`src/rtl/reg_file_banked_if.sv`:
```
// Bus bundle for reg_file_banked: one write port, two read ports and save/restore control.
interface reg_file_banked_if #(
  parameter int W = 8,
  parameter int D = 4
);
  logic         RegWrite;
  logic [D-1:0] writeReg;
  logic [W-1:0] writeValue;
  logic [D-1:0] R1;
  logic [D-1:0] R2;
  logic [W-1:0] val1;
  logic [W-1:0] val2;
  logic         saveReq;
  logic         restoreReq;
  logic         busy;
  logic         done;
  logic         wrDropped;

  modport master (
    output RegWrite, writeReg, writeValue, R1, R2, saveReq, restoreReq,
    input  val1, val2, busy, done, wrDropped
  );

  modport slave (
    input  RegWrite, writeReg, writeValue, R1, R2, saveReq, restoreReq,
    output val1, val2, busy, done, wrDropped
  );
endinterface

```
`src/rtl/reg_file_banked.sv`:
```
// Two-bank register file with a sequential save (active->shadow) / restore (shadow->active) engine.
// Optional macro REG_FILE_BANKED_BYPASS_EN forwards an accepted write to matching read ports.
module reg_file_banked #(
  parameter int W = 8,
  parameter int D = 4
) (
  input  logic               CLK,
  input  logic               Reset,
  reg_file_banked_if.slave   bus
);
  localparam int N = 1 << D;
  localparam logic [D-1:0] CNT_LAST = D'(N - 1);
  localparam logic [D-1:0] CNT_ONE  = D'(1);

  typedef enum logic [1:0] {
    IDLE    = 2'd0,
    SAVE    = 2'd1,
    RESTORE = 2'd2
  } state_t;

  state_t       r_state;
  state_t       w_state_nxt;
  logic [D-1:0] r_cnt;
  logic [D-1:0] w_cnt_nxt;
  logic         r_done;
  logic         w_done_nxt;
  logic         r_wr_dropped;
  logic         w_dropped_nxt;
  logic         w_wr_accept;
  logic         w_save_copy;
  logic         w_restore_copy;

  logic [W-1:0] r_active [N];
  logic [W-1:0] r_shadow [N];

  // Next-state, copy strobes and pulse generation
  always_comb begin
    w_state_nxt    = r_state;
    w_cnt_nxt      = r_cnt;
    w_done_nxt     = 1'b0;
    w_dropped_nxt  = 1'b0;
    w_wr_accept    = 1'b0;
    w_save_copy    = 1'b0;
    w_restore_copy = 1'b0;
    case (r_state)
      IDLE: begin
        w_wr_accept = bus.RegWrite;
        // Save has priority; a simultaneous restore request is dropped.
        if (bus.saveReq) begin
          w_state_nxt = SAVE;
          w_cnt_nxt   = '0;
        end else if (bus.restoreReq) begin
          w_state_nxt = RESTORE;
          w_cnt_nxt   = '0;
        end else begin
          w_state_nxt = IDLE;
        end
      end
      SAVE: begin
        w_save_copy   = 1'b1;
        w_dropped_nxt = bus.RegWrite;
        if (r_cnt == CNT_LAST) begin
          w_state_nxt = IDLE;
          w_cnt_nxt   = '0;
          w_done_nxt  = 1'b1;
        end else begin
          w_cnt_nxt   = r_cnt + CNT_ONE;
        end
      end
      RESTORE: begin
        w_restore_copy = 1'b1;
        w_dropped_nxt  = bus.RegWrite;
        if (r_cnt == CNT_LAST) begin
          w_state_nxt = IDLE;
          w_cnt_nxt   = '0;
          w_done_nxt  = 1'b1;
        end else begin
          w_cnt_nxt   = r_cnt + CNT_ONE;
        end
      end
      default: begin
        w_state_nxt = IDLE;
        w_cnt_nxt   = '0;
      end
    endcase
  end

  // Control state, index counter and output pulse registers
  always_ff @(posedge CLK or posedge Reset) begin
    if (Reset) begin
      r_state      <= IDLE;
      r_cnt        <= '0;
      r_done       <= 1'b0;
      r_wr_dropped <= 1'b0;
    end else begin
      r_state      <= w_state_nxt;
      r_cnt        <= w_cnt_nxt;
      r_done       <= w_done_nxt;
      r_wr_dropped <= w_dropped_nxt;
    end
  end

  // Bank storage: host writes and restore copies target active, save copies target shadow
  always_ff @(posedge CLK or posedge Reset) begin
    if (Reset) begin
      for (int i = 0; i < N; i++) begin
        r_active[i] <= '0;
        r_shadow[i] <= '0;
      end
    end else begin
      if (w_wr_accept) begin
        r_active[bus.writeReg] <= bus.writeValue;
      end else if (w_restore_copy) begin
        r_active[r_cnt] <= r_shadow[r_cnt];
      end
      if (w_save_copy) begin
        r_shadow[r_cnt] <= r_active[r_cnt];
      end
    end
  end

`ifdef REG_FILE_BANKED_BYPASS_EN
  logic w_hit1;
  logic w_hit2;
  assign w_hit1   = w_wr_accept && (bus.R1 == bus.writeReg);
  assign w_hit2   = w_wr_accept && (bus.R2 == bus.writeReg);
  assign bus.val1 = w_hit1 ? bus.writeValue : r_active[bus.R1];
  assign bus.val2 = w_hit2 ? bus.writeValue : r_active[bus.R2];
`else
  assign bus.val1 = r_active[bus.R1];
  assign bus.val2 = r_active[bus.R2];
`endif

  assign bus.busy      = (r_state != IDLE);
  assign bus.done      = r_done;
  assign bus.wrDropped = r_wr_dropped;
endmodule

```
`src/flat_wrapper.sv`:
```
// flat-port wrapper written by rule: the top's interface ports become plain ports
module reg_file_banked_flat 
#(
  parameter int W = 8,
  parameter int D = 4
)
  (CLK, Reset, bus_RegWrite, bus_writeReg, bus_writeValue, bus_R1, bus_R2, bus_saveReq, bus_restoreReq, bus_val1, bus_val2, bus_busy, bus_done, bus_wrDropped);
  reg_file_banked_if #(.W(W), .D(D)) bus_i ();
  input  logic CLK;
  input  logic Reset;
  input wire logic [$bits(bus_i.RegWrite)-1:0] bus_RegWrite;
  input wire logic [$bits(bus_i.writeReg)-1:0] bus_writeReg;
  input wire logic [$bits(bus_i.writeValue)-1:0] bus_writeValue;
  input wire logic [$bits(bus_i.R1)-1:0] bus_R1;
  input wire logic [$bits(bus_i.R2)-1:0] bus_R2;
  input wire logic [$bits(bus_i.saveReq)-1:0] bus_saveReq;
  input wire logic [$bits(bus_i.restoreReq)-1:0] bus_restoreReq;
  output wire logic [$bits(bus_i.val1)-1:0] bus_val1;
  output wire logic [$bits(bus_i.val2)-1:0] bus_val2;
  output wire logic [$bits(bus_i.busy)-1:0] bus_busy;
  output wire logic [$bits(bus_i.done)-1:0] bus_done;
  output wire logic [$bits(bus_i.wrDropped)-1:0] bus_wrDropped;
  assign bus_i.RegWrite = bus_RegWrite;
  assign bus_i.writeReg = bus_writeReg;
  assign bus_i.writeValue = bus_writeValue;
  assign bus_i.R1 = bus_R1;
  assign bus_i.R2 = bus_R2;
  assign bus_i.saveReq = bus_saveReq;
  assign bus_i.restoreReq = bus_restoreReq;
  assign bus_val1 = bus_i.val1;
  assign bus_val2 = bus_i.val2;
  assign bus_busy = bus_i.busy;
  assign bus_done = bus_i.done;
  assign bus_wrDropped = bus_i.wrDropped;
  reg_file_banked #(.W(W), .D(D)) u_core (.CLK(CLK), .Reset(Reset), .bus(bus_i));
endmodule
```
`config.mk`:
```
export PLATFORM = sky130hd
export DESIGN_NAME = reg_file_banked_flat
export DESIGN_NICKNAME = d
export VERILOG_FILES = /design/src/rtl/reg_file_banked_if.sv /design/src/rtl/reg_file_banked.sv /design/src/flat_wrapper.sv
export SDC_FILE = /design/constraint.sdc
export NUM_CORES = 1
export LEC_CHECK = 0
export CAP_MARGIN = 25
export CORE_AREA = 10 10 206 208
export CTS_BUF_LIST = sky130_fd_sc_hd__clkbuf_2 sky130_fd_sc_hd__clkbuf_4 sky130_fd_sc_hd__clkbuf_8
export CTS_CLUSTER_DIAMETER = 30
export DETAILED_ROUTE_END_ITERATION = 12
export DIE_AREA = 0 0 216 218
export PLACE_DENSITY_LB_ADDON = 0.2
export SLEW_MARGIN = 20
export SYNTH_ARGS = -nofsm -noshare
export SYNTH_HDL_FRONTEND = slang
export SYNTH_SLANG_ARGS = --single-unit
export TNS_END_PERCENT = 1
```
`constraint.sdc`:
```
create_clock -name CLK -period 7.4 [get_ports CLK]
set_input_delay 0.74 -clock CLK [delete_from_list [all_inputs] [get_ports CLK]]
set_output_delay 0.74 -clock CLK [all_outputs]
set_load 0.005 [all_outputs]
```
==> run summary, run 1 <==
Slew at the pin closest to its max-slew limit = 1.08 ns
Portion of synthesized cell area occupied by the leading cell type = 43.5%
Number of failing hold endpoints at the final stage = 0
Setup slack, reg-to-reg = 3.91 ns
Shortest clock period the worst path allows after layout = 3.73 ns
Required time at the worst-slack endpoint = 6.66 ns
Tightest slew margin relative to the limit = 27.7%
TritonCTS Buffers = 71
Static leakage = 7.12 nW
Starting DRT DRC Count = 1010
Resized Gates After CTS = 0
R2R depth = 4
Cell taking the most area after synthesis = sky130_fd_sc_hd__dfrtp_1
Proportion of synthesized chip area in sequential cells = 43.5%
Ratio of cells with drive above 1 in the final layout = 34.8%
Number of setup buffers added after CTS = 0
Net count reported at finish = 1250
Aggregate routed wire length = 46000 um
Post-DP HPWL = 29700 um
Clock transition at the register clock pins on the worst setup and hold paths after CTS = 0.05 ns
Antenna violations before repair = 2
DR WL/cell = 25.7 um
Critical path peak fanout = 19
Grt ovf = 0
Final number of setup-violating endpoints = 0
Setup crit start = bus_R2[0]
Vias in the first global route = 11000
Number of sinks driven by the clock tree = 264
Die W = 216 um
Worst clock skew = 0.0276 ns
Signed area change from the synthesized netlist to the final layout = 14.2%
Clock tree from TritonCTS = yes
Yosys reg bits = 264
Distinct cell type count after synthesis = 42
EDFF count, synth = 0
Worst flop-to-flop path endpoint = u_core.r_shadow[96]
Total number of vias = 10900
Signal arrival time at the worst endpoint = 2.99 ns
Largest vdd supply drop = 0.146 mV
List of most frequent post-synthesis cells = sky130_fd_sc_hd__dfrtp_1, sky130_fd_sc_hd__a22oi_1, sky130_fd_sc_hd__mux2_2
Maximum buffer depth of the clock tree = 3
Average instance area after synthesis = 12.5 um^2
Starting density of the core = 39.7%
Primary flip-flop cell chosen by synthesis mapping = sky130_fd_sc_hd__dfrtp_1
Sort of element at the end of the critical path = output port
Max-slew violations = 0
Final Power = 0.00705 W
R2r startpoint = u_core.r_cnt[1]
Cell with the most instances after synthesis = sky130_fd_sc_hd__dfrtp_1
Post-route setup TNS = 0 ns
Category of the worst setup path launch point = input port
Net count of the mapped netlist = 1247
Ratio of total power to cell area = 407 nW/um^2
Hold buffer count at CTS = 0
Wire length of the first global-routing pass = 70500 um
Run status = finished, final reports clean
Share of synthesized registers carrying an async set or reset = 100%
Reported max-cap violation count = 0
Post-Synthesis Cells = 1215
Pre-Repair DR Iteration Count = 5
RSZ-0062 raised after global routing = no
Synthesized area = 15200 um^2
Core box area = 38300 um^2
Chip Height = 218 um
Antenna Violating Nets Remaining = 0
Class of the tightest hold or removal check = input port to asynchronous set/reset pin
Worst setup path class = input port to output port
Residual DRC count = 0
Top Ports = 44
Ratio of final minimum period to clock period = 50.4%
Average via count per standard cell = 6.10
Final estimated routing congestion in global placement = 0.900
DIE AREA = 47100 um^2
H-tree Lvls = 3
Clock Tree Root = sky130_fd_sc_hd__clkbuf_8
Achievable frequency = 0.268 GHz
Num rows = 72
Destination of the critical timing path = bus_val2[2]
Total global routing track utilization = 19.4%
I/O Buffers = 43
Worst skew pair latency = 0.60 ns
Maximum number of pins on one net before global-route repair = 155
Warnings, synthesis = 0
Largest cells by area after synthesis = sky130_fd_sc_hd__dfrtp_1, sky130_fd_sc_hd__mux4_2, sky130_fd_sc_hd__mux2_2
==> worst max-delay path, stage by stage <==
cell and delay, ns:
sky130_fd_sc_hd__buf_2 0.47, sky130_fd_sc_hd__buf_12 0.27, sky130_fd_sc_hd__mux4_2 0.52, sky130_fd_sc_hd__a22oi_1 0.36
sky130_fd_sc_hd__nand2_1 0.13, sky130_fd_sc_hd__clkdlybuf4s50_1 0.48
==> flip-flops by register name (all words and copies together) (netlist names) <==
register              flops
u_core.bus.done           1
u_core.r_state            2
u_core.r_shadow         128
u_core.r_active         128
u_core.bus.wrDropped      1
u_core.r_cnt              4
==> worst min path at each step <==
stage / endpoint / start / slack (ns)
floorplan: u_core.r_shadow[10] / u_core.r_shadow[10] / 0.47
global placement: u_core.r_shadow[87] / u_core.r_shadow[87] / 0.48
detailed placement: u_core.r_shadow[14] / u_core.r_shadow[14] / 0.49
CTS: u_core.r_shadow[14] / u_core.r_shadow[14] / 0.50
global route: u_core.r_shadow[17] / Reset / 0.45
finish: u_core.r_shadow[17] / Reset / 0.46
==> placed cells by master, fill, tap and decap left out, types with 5 or more instances in the layout <==
master and n:
sky130_fd_sc_hd__mux2_4 5, sky130_fd_sc_hd__nor2b_1 6, sky130_fd_sc_hd__clkbuf_8 82, sky130_fd_sc_hd__nand2_1 25, sky130_fd_sc_hd__nor2_1 124, sky130_fd_sc_hd__inv_1 5, sky130_fd_sc_hd__clkinv_2 10, sky130_fd_sc_hd__mux4_2 128
sky130_fd_sc_hd__mux2_2 138, sky130_fd_sc_hd__buf_4 6, sky130_fd_sc_hd__a21oi_2 10, sky130_fd_sc_hd__and3_1 29, sky130_fd_sc_hd__ha_1 7, sky130_fd_sc_hd__clkbuf_4 13, sky130_fd_sc_hd__dfrtp_1 262, sky130_fd_sc_hd__clkinvlp_4 13
sky130_fd_sc_hd__a21oi_1 118, sky130_fd_sc_hd__a22oi_1 159, sky130_fd_sc_hd__clkdlybuf4s50_1 39, sky130_fd_sc_hd__nor2_2 8, sky130_fd_sc_hd__and4b_1 12, sky130_fd_sc_hd__bufinv_16 8, sky130_fd_sc_hd__nand3_1 13
==> where the power goes <==
part           switching, W  total [W]  internal, W
Combinational       0.00124    0.00242      0.00118
Clock              0.000763    0.00213      0.00136
Sequential         0.000571    0.00250      0.00193
==> logic make-up (layout without fill, tap and decap cells) <==
logic type / after synthesis / count (layout) / synth area share [%]
compound gates: 295 / 295 / 12.7
fa+ha+maj: 7 / 7 / 0.577
buf+inv: 128 / 185 / 4.38
flops: 264 / 264 / 43.5
mux: 273 / 273 / 29.9
other cells: 0 / 1 / 0
simple gates: 248 / 248 / 8.97
==> layer usage <==
layer	vias up	wire [um]	GRT usage, %
li1	4731	-	-
met1	5665	19800	26.1
met2	425	21700	30.2
met3	97	3140	4.30
met4	0	1470	7.29
met5	-	0	0
==> metrics by stage <==
stage / hold WS [ns] / cells / cell area [um^2] / utilization (%) / setup WS, ns
2_1_floorplan: 0.474 / 1215 / 15200 / - / 3.18
3_3_place_gp: 0.482 / 1661 / 15700 / 40.9 / 3.42
3_5_place_dp: 0.487 / 1662 / 15700 / 41.0 / 3.63
4_1_cts: 0.499 / 1789 / 17300 / 45.2 / 3.63
5_1_grt: 0.451 / 1791 / 17300 / 45.3 / 3.58
6_report: 0.457 / 1791 / 17300 / 45.3 / 3.67
==> final cells by class <==
type / instances / area, um^2
fillers: 3449 / 20900
multi-input cells: 823 / 7910
flip-flops and latches: 264 / 6610
clock buffers: 95 / 1230
well taps: 518 / 648
repair buffers: 52 / 515
clock inverters: 32 / 398
inverters: 6 / 26.3
diodes: 1 / 2.50
No activity file was read; power rests on OpenSTA's default activity.
==> inputs of run 2 (changes only) <==
- clock period: 7.4 -> 3.8 ns (I/O delays scaled with it)
==> run 2 against run 1 <==
Routed wire length shrank 1.4%. Design area grew 1.0%. Critical endpoint unchanged. Die area is the same. Cell count grew 0.50%. Sequential share of layout area shrank 0.39 points. Power grew 99%. Critical path type is now flop to output port. Largest power group unchanged.
==> run summary, run 2 (synthesis results as in run 1) <==
Proportion of total power due to net switching = 35.9%
Starting density of the core = 39.7%
Tightest slew margin relative to the limit = 27.4%
Maximum number of pins on one net before global-route repair = 129
Starting DRT DRC Count = 1040
TritonCTS Buffers = 73
Residual DRC count = 0
Worst hold slack = 0.189 ns
Top Ports = 44
Max-slew violations = 0
Largest vdd supply drop = 0.335 mV
Total global routing track utilization = 19.3%
Achievable frequency = 0.342 GHz
Aggregate routed wire length = 45400 um
Clock tree from TritonCTS = yes
Setup slack, reg-to-reg = 0.94 ns
Reported max-cap violation count = 0
Vias in the first global route = 11100
Slew at the pin closest to its max-slew limit = 1.09 ns
Top Registers = u_core.r_active (128), u_core.r_shadow (128), u_core.r_cnt (4)
Worst clock skew = 0.0190 ns
Clk network pwr share = 31.5%
Chip Height = 218 um
Highest-count cells in the layout ignoring fill and taps = sky130_fd_sc_hd__dfrtp_1, sky130_fd_sc_hd__a22oi_1, sky130_fd_sc_hd__mux2_2
Grt ovf = 0
Ratio of total power to cell area = 802 nW/um^2
Flip-flop and latch area = 6610 um^2
Total number of vias = 11000
Signal arrival time at the worst endpoint = 2.55 ns
Critical path peak fanout = 4
Sort of element at the end of the critical path = output port
Combinational group share of total power = 34.1%
Num rows = 72
Ratio of final minimum period to clock period = 77.0%
Number of failing hold endpoints at the final stage = 0
H-tree Lvls = 3
Pre-Repair DR Iteration Count = 5
Hold buffer count at CTS = 0
Worst setup path class = flop to output port
Shortest clock period the worst path allows after layout = 2.93 ns
Setup slack after layout = 0.874 ns
Resized Gates After CTS = 0
Register share of total power = 34.4%
DIE AREA = 47100 um^2
Antenna violations before repair = 3
Internal power = 0.00901 W
Number of filler cells placed in the layout = 3458
Wire length of the first global-routing pass = 70300 um
Category of the worst setup path launch point = flop
Number of setup buffers added after CTS = 0
I/O Buffers = 43
Run status = finished, final reports clean
Required time at the worst-slack endpoint = 3.42 ns
Net count reported at finish = 1259
DR WL/cell = 25.2 um
Sw Pwr = 0.00505 W
Most common library cell in the layout ignoring fill and taps = sky130_fd_sc_hd__dfrtp_1
RSZ-0062 raised after global routing = no
Post-DP HPWL = 30200 um
Worst skew pair latency = 0.61 ns
Static leakage = 7.25 nW
Final number of setup-violating endpoints = 0
Antenna Violating Nets Remaining = 0
Class of the tightest hold or removal check = input port to asynchronous set/reset pin
Total area of multi-input combinational cells = 7910 um^2
Final estimated routing congestion in global placement = 0.855
Minimum setup slack after placement = 0.915 ns
Signed area change from the synthesized netlist to the final layout = 15.4%
Clock transition at the register clock pins on the worst setup and hold paths after CTS = 0.05 ns
Clock Tree Root = sky130_fd_sc_hd__clkbuf_8
Core box area = 38300 um^2
Maximum buffer depth of the clock tree = 3
Die W = 216 um
Average via count per standard cell = 6.09
Number of sinks driven by the clock tree = 264
Ratio of cells with drive above 1 in the final layout = 35.3%
run 2: changes by cell type in the layout (fill, tap and decap cells not counted):
cell | before | now
sky130_fd_sc_hd__clkbuf_4 | 13 | 7
sky130_fd_sc_hd__buf_4 | 6 | 12
sky130_fd_sc_hd__clkinv_2 | 10 | 14
sky130_fd_sc_hd__clkinvlp_4 | 13 | 4
sky130_fd_sc_hd__clkinv_4 | 1 | 0
sky130_fd_sc_hd__buf_12 | 3 | 4
sky130_fd_sc_hd__inv_6 | 1 | 3
sky130_fd_sc_hd__clkbuf_8 | 82 | 92
sky130_fd_sc_hd__bufinv_16 | 8 | 10
run 2: stage by stage:
stage                     power (W)  area, um^2  cells  util, %  setup TNS, ns
after CTS                    0.0141       17500   1799     45.8              0
final                        0.0141       17500   1800     45.8              0
after global routing         0.0148       17500   1800     45.8              0
after global placement      0.00949       15800   1670     41.2              0
after detailed placement    0.00958       15800   1670     41.2              0
after floorplan             0.00787       15200   1215        -         -16.77
run 2: power by group through the flow:
| stage | clock, W | combinational, W | sequential (W) |
|---|---|---|---|
| floorplan | 0 | 0.00354 | 0.00433 |
| global placement | 0 | 0.00471 | 0.00478 |
| detailed placement | 0 | 0.00475 | 0.00482 |
| CTS | 0.00451 | 0.00478 | 0.00479 |
| global route | 0.00468 | 0.00515 | 0.00497 |
| finish | 0.00443 | 0.00479 | 0.00483 |
run 2: worst max-delay path, cell delays in order, from the launching register on:
cell,delay [ns]
sky130_fd_sc_hd__dfrtp_1,0.43
sky130_fd_sc_hd__mux4_2,0.54
sky130_fd_sc_hd__a22oi_1,0.35
sky130_fd_sc_hd__nand2_1,0.13
sky130_fd_sc_hd__clkdlybuf4s50_1,0.49
run 2: routing by layer:
layer | vias to the layer above | share of wire [%] | GRT usage, %
met5 | - | 0.073 | 0
met4 | 4 | 3.6 | 8.83
met3 | 98 | 6.4 | 3.90
met2 | 433 | 46 | 29.3
met1 | 5679 | 44 | 26.3
li1 | 4743 | - | -
run 2: final timing paths:
kind                                startpoint                   to  depth (start not counted)
setup / recovery            u_core.r_active[2]          bus_val2[2]                          4
hold / removal                           Reset  u_core.r_shadow[10]                          2
setup reg to reg               u_core.r_cnt[0]   u_core.r_active[0]                          5
hold reg to reg            u_core.r_shadow[15]  u_core.r_shadow[15]                          1
max in group asynchronous                Reset  u_core.r_active[85]                          3
min in group CLK                bus_restoreReq    u_core.r_state[1]                          3
run 2: area by class of cell:
cell class,count,area share (%)
Sequential cell,264,37.7
Multi-Input combinational cell,823,45.2
Clock inverter,30,2.39
Clock buffer,99,7.53
Timing Repair Buffer,59,3.31
Antenna cell,1,0.0143
Tap cell,518,3.70
Inverter,6,0.150
==> inputs of run 3 (changes only) <==
- clock period: 3.8 -> 2.4 ns (I/O delays scaled with it)
==> run 3 against run 2 <==
Sequential share of layout area fell by 1.8 points. Setup slack got worse by 0.87 ns. Critical endpoint is now bus_val2[1]. Largest power group is now combinational logic. Largest cell class unchanged. First-iteration DRC count grew 12%.
==> run summary, run 3 (synthesis results as in run 1) <==
Ratio of total power to cell area = 1240 nW/um^2
Starting density of the core = 39.7%
Category of the worst setup path launch point = flop
Clock transition at the register clock pins on the worst setup and hold paths after CTS = 0.05 ns
Maximum number of pins on one net before global-route repair = 63
Residual DRC count = 0
Signal arrival time at the worst endpoint = 2.15 ns
RSZ-0062 raised after global routing = yes
Die W = 216 um
Post-route core utilization = 48.1%
Antenna Violating Nets Remaining = 0
Final estimated routing congestion in global placement = 0.887
H-tree Lvls = 3
Chip Height = 218 um
DIE AREA = 47100 um^2
Shortest clock period the worst path allows after layout = 2.39 ns
Top Registers = u_core.r_active (128), u_core.r_shadow (128), u_core.r_cnt (4)
Worst hold slack = 0.0863 ns
Total global routing track utilization = 20.0%
Core box area = 38300 um^2
Hold buffer count at CTS = 0
Final cell count without fillers = 1900
Class of the tightest hold or removal check = input port to asynchronous set/reset pin
Static leakage = 7.77 nW
Maximum buffer depth of the clock tree = 3
Number of failing hold endpoints at the final stage = 0
Placed Cells = 1747
Critical path peak fanout = 3
Number of sinks driven by the clock tree = 264
Achievable frequency = 0.418 GHz
Total number of vias = 11400
Slew at the pin closest to its max-slew limit = 0.749 ns
TritonCTS Buffers = 75
Worst clock skew = 0.0361 ns
Reported max-cap violation count = 0
Top Ports = 44
Run status = finished, final reports clean
Grt ovf = 0
Starting DRT DRC Count = 1161
Clock tree from TritonCTS = yes
Final number of setup-violating endpoints = 0
Ratio of final minimum period to clock period = 99.8%
Pre-Repair DR Iteration Count = 5
Worst setup path class = flop to output port
Number of filler cells placed in the layout = 3437
Aggregate routed wire length = 47300 um
Antenna violations before repair = 1
Average via count per standard cell = 6.02
Worst skew pair latency = 0.63 ns
Net count reported at finish = 1354
DR WL/cell = 24.9 um
Ratio of cells with drive above 1 in the final layout = 42.3%
Tightest slew margin relative to the limit = 49.9%
Sort of element at the end of the critical path = output port
Required time at the worst-slack endpoint = 2.16 ns
Vias in the first global route = 11700
Signed area change from the synthesized netlist to the final layout = 21.2%
Most common library cell in the layout ignoring fill and taps = sky130_fd_sc_hd__dfrtp_1
Clock Tree Root = sky130_fd_sc_hd__clkbuf_8
Final Power = 0.0229 W
Highest-count cells in the layout ignoring fill and taps = sky130_fd_sc_hd__dfrtp_1, sky130_fd_sc_hd__a22oi_1, sky130_fd_sc_hd__mux2_2
Largest vdd supply drop = 0.417 mV
Wire length of the first global-routing pass = 73200 um
Post-DP HPWL = 31700 um
Max-slew violations = 0
Num rows = 72
I/O Buffers = 43
## run 3: changes by cell type in the layout (fill, tap and decap cells not counted), sizes merged
| cell | before | now |
|---|---|---|
| buf | 20 | 119 |
| bufinv | 10 | 9 |
| clkbuf | 99 | 102 |
| clkdlybuf4s15 | 0 | 6 |
| clkdlybuf4s50 | 39 | 23 |
| clkinv | 14 | 19 |
| clkinvlp | 4 | 7 |
| dlygate4sd2 | 0 | 2 |
| inv | 8 | 7 |
## run 3: metal layers
metal  global-route usage (%)  wire length (um)  up-vias
li1                         -                 -     4940
met2                     30.7             21700      551
met3                     4.38              3780       89
met5                        0                 0        -
met1                     27.0             20200     5864
met4                     8.79              1630        0
## run 3: critical path, stage by stage, from the launching register on
cell and delay [ns]:
sky130_fd_sc_hd__dfrtp_1 0.40, sky130_fd_sc_hd__buf_4 0.17, sky130_fd_sc_hd__mux4_2 0.48, sky130_fd_sc_hd__a22oi_2 0.24, sky130_fd_sc_hd__nand2_1 0.12, sky130_fd_sc_hd__buf_2 0.14
## run 3: path summary, 6_finish.rpt
check	to	start	cells after the start	slack, ns
min in group CLK	u_core.r_state[0]	bus_saveReq	3	0.30
worst max-delay path	bus_val2[1]	u_core.r_active[41]	5	0.005
worst max register to register	u_core.r_shadow[66]	u_core.r_cnt[2]	3	0.30
worst min-delay path	u_core.r_shadow[11]	Reset	3	0.09
worst min register to register	u_core.r_shadow[35]	u_core.r_shadow[35]	1	0.50
max in group asynchronous	u_core.r_shadow[48]	Reset	4	1.61
## run 3: cell type report
class | count | area [um^2] | share of cell area, %
clock buffers | 100 | 1310 | 7.11
repair buffers | 152 | 1360 | 7.40
flip-flops and latches | 264 | 6620 | 36.0
well taps | 518 | 648 | 3.52
multi-input cells | 823 | 8010 | 43.5
diodes | 1 | 2.50 | 0.0136
inverters | 6 | 26.3 | 0.143
clock inverters | 36 | 430 | 2.34
## run 3: metrics by stage
step / TNS, ns / area (um^2) / worst slack (ns)
finish: 0 / 18400 / 0.00523
global route: -0.0837 / 18400 / -0.0351
CTS: -0.112 / 18400 / -0.0947
detailed placement: 0 / 16500 / 0.0703
global placement: 0 / 16500 / 0.0409
floorplan: -349.41 / 15200 / -1.32
## run 3: what timing repair did
action / CTS / global route
endpoints found under the setup margin: 16 / 13
setup buffers: 14 / 2
resized for setup: 60 / 8
pin swaps: 16 / 3
hold endpoints to repair: 0 / 0
## run 3: power by group
part | total [W] | switching (W) | internal [W]
Combinational | 0.00844 | 0.00441 | 0.00403
Clock | 0.00695 | 0.00243 | 0.00452
Sequential | 0.00746 | 0.00149 | 0.00597
Total | 0.0229 | 0.00833 | 0.0145
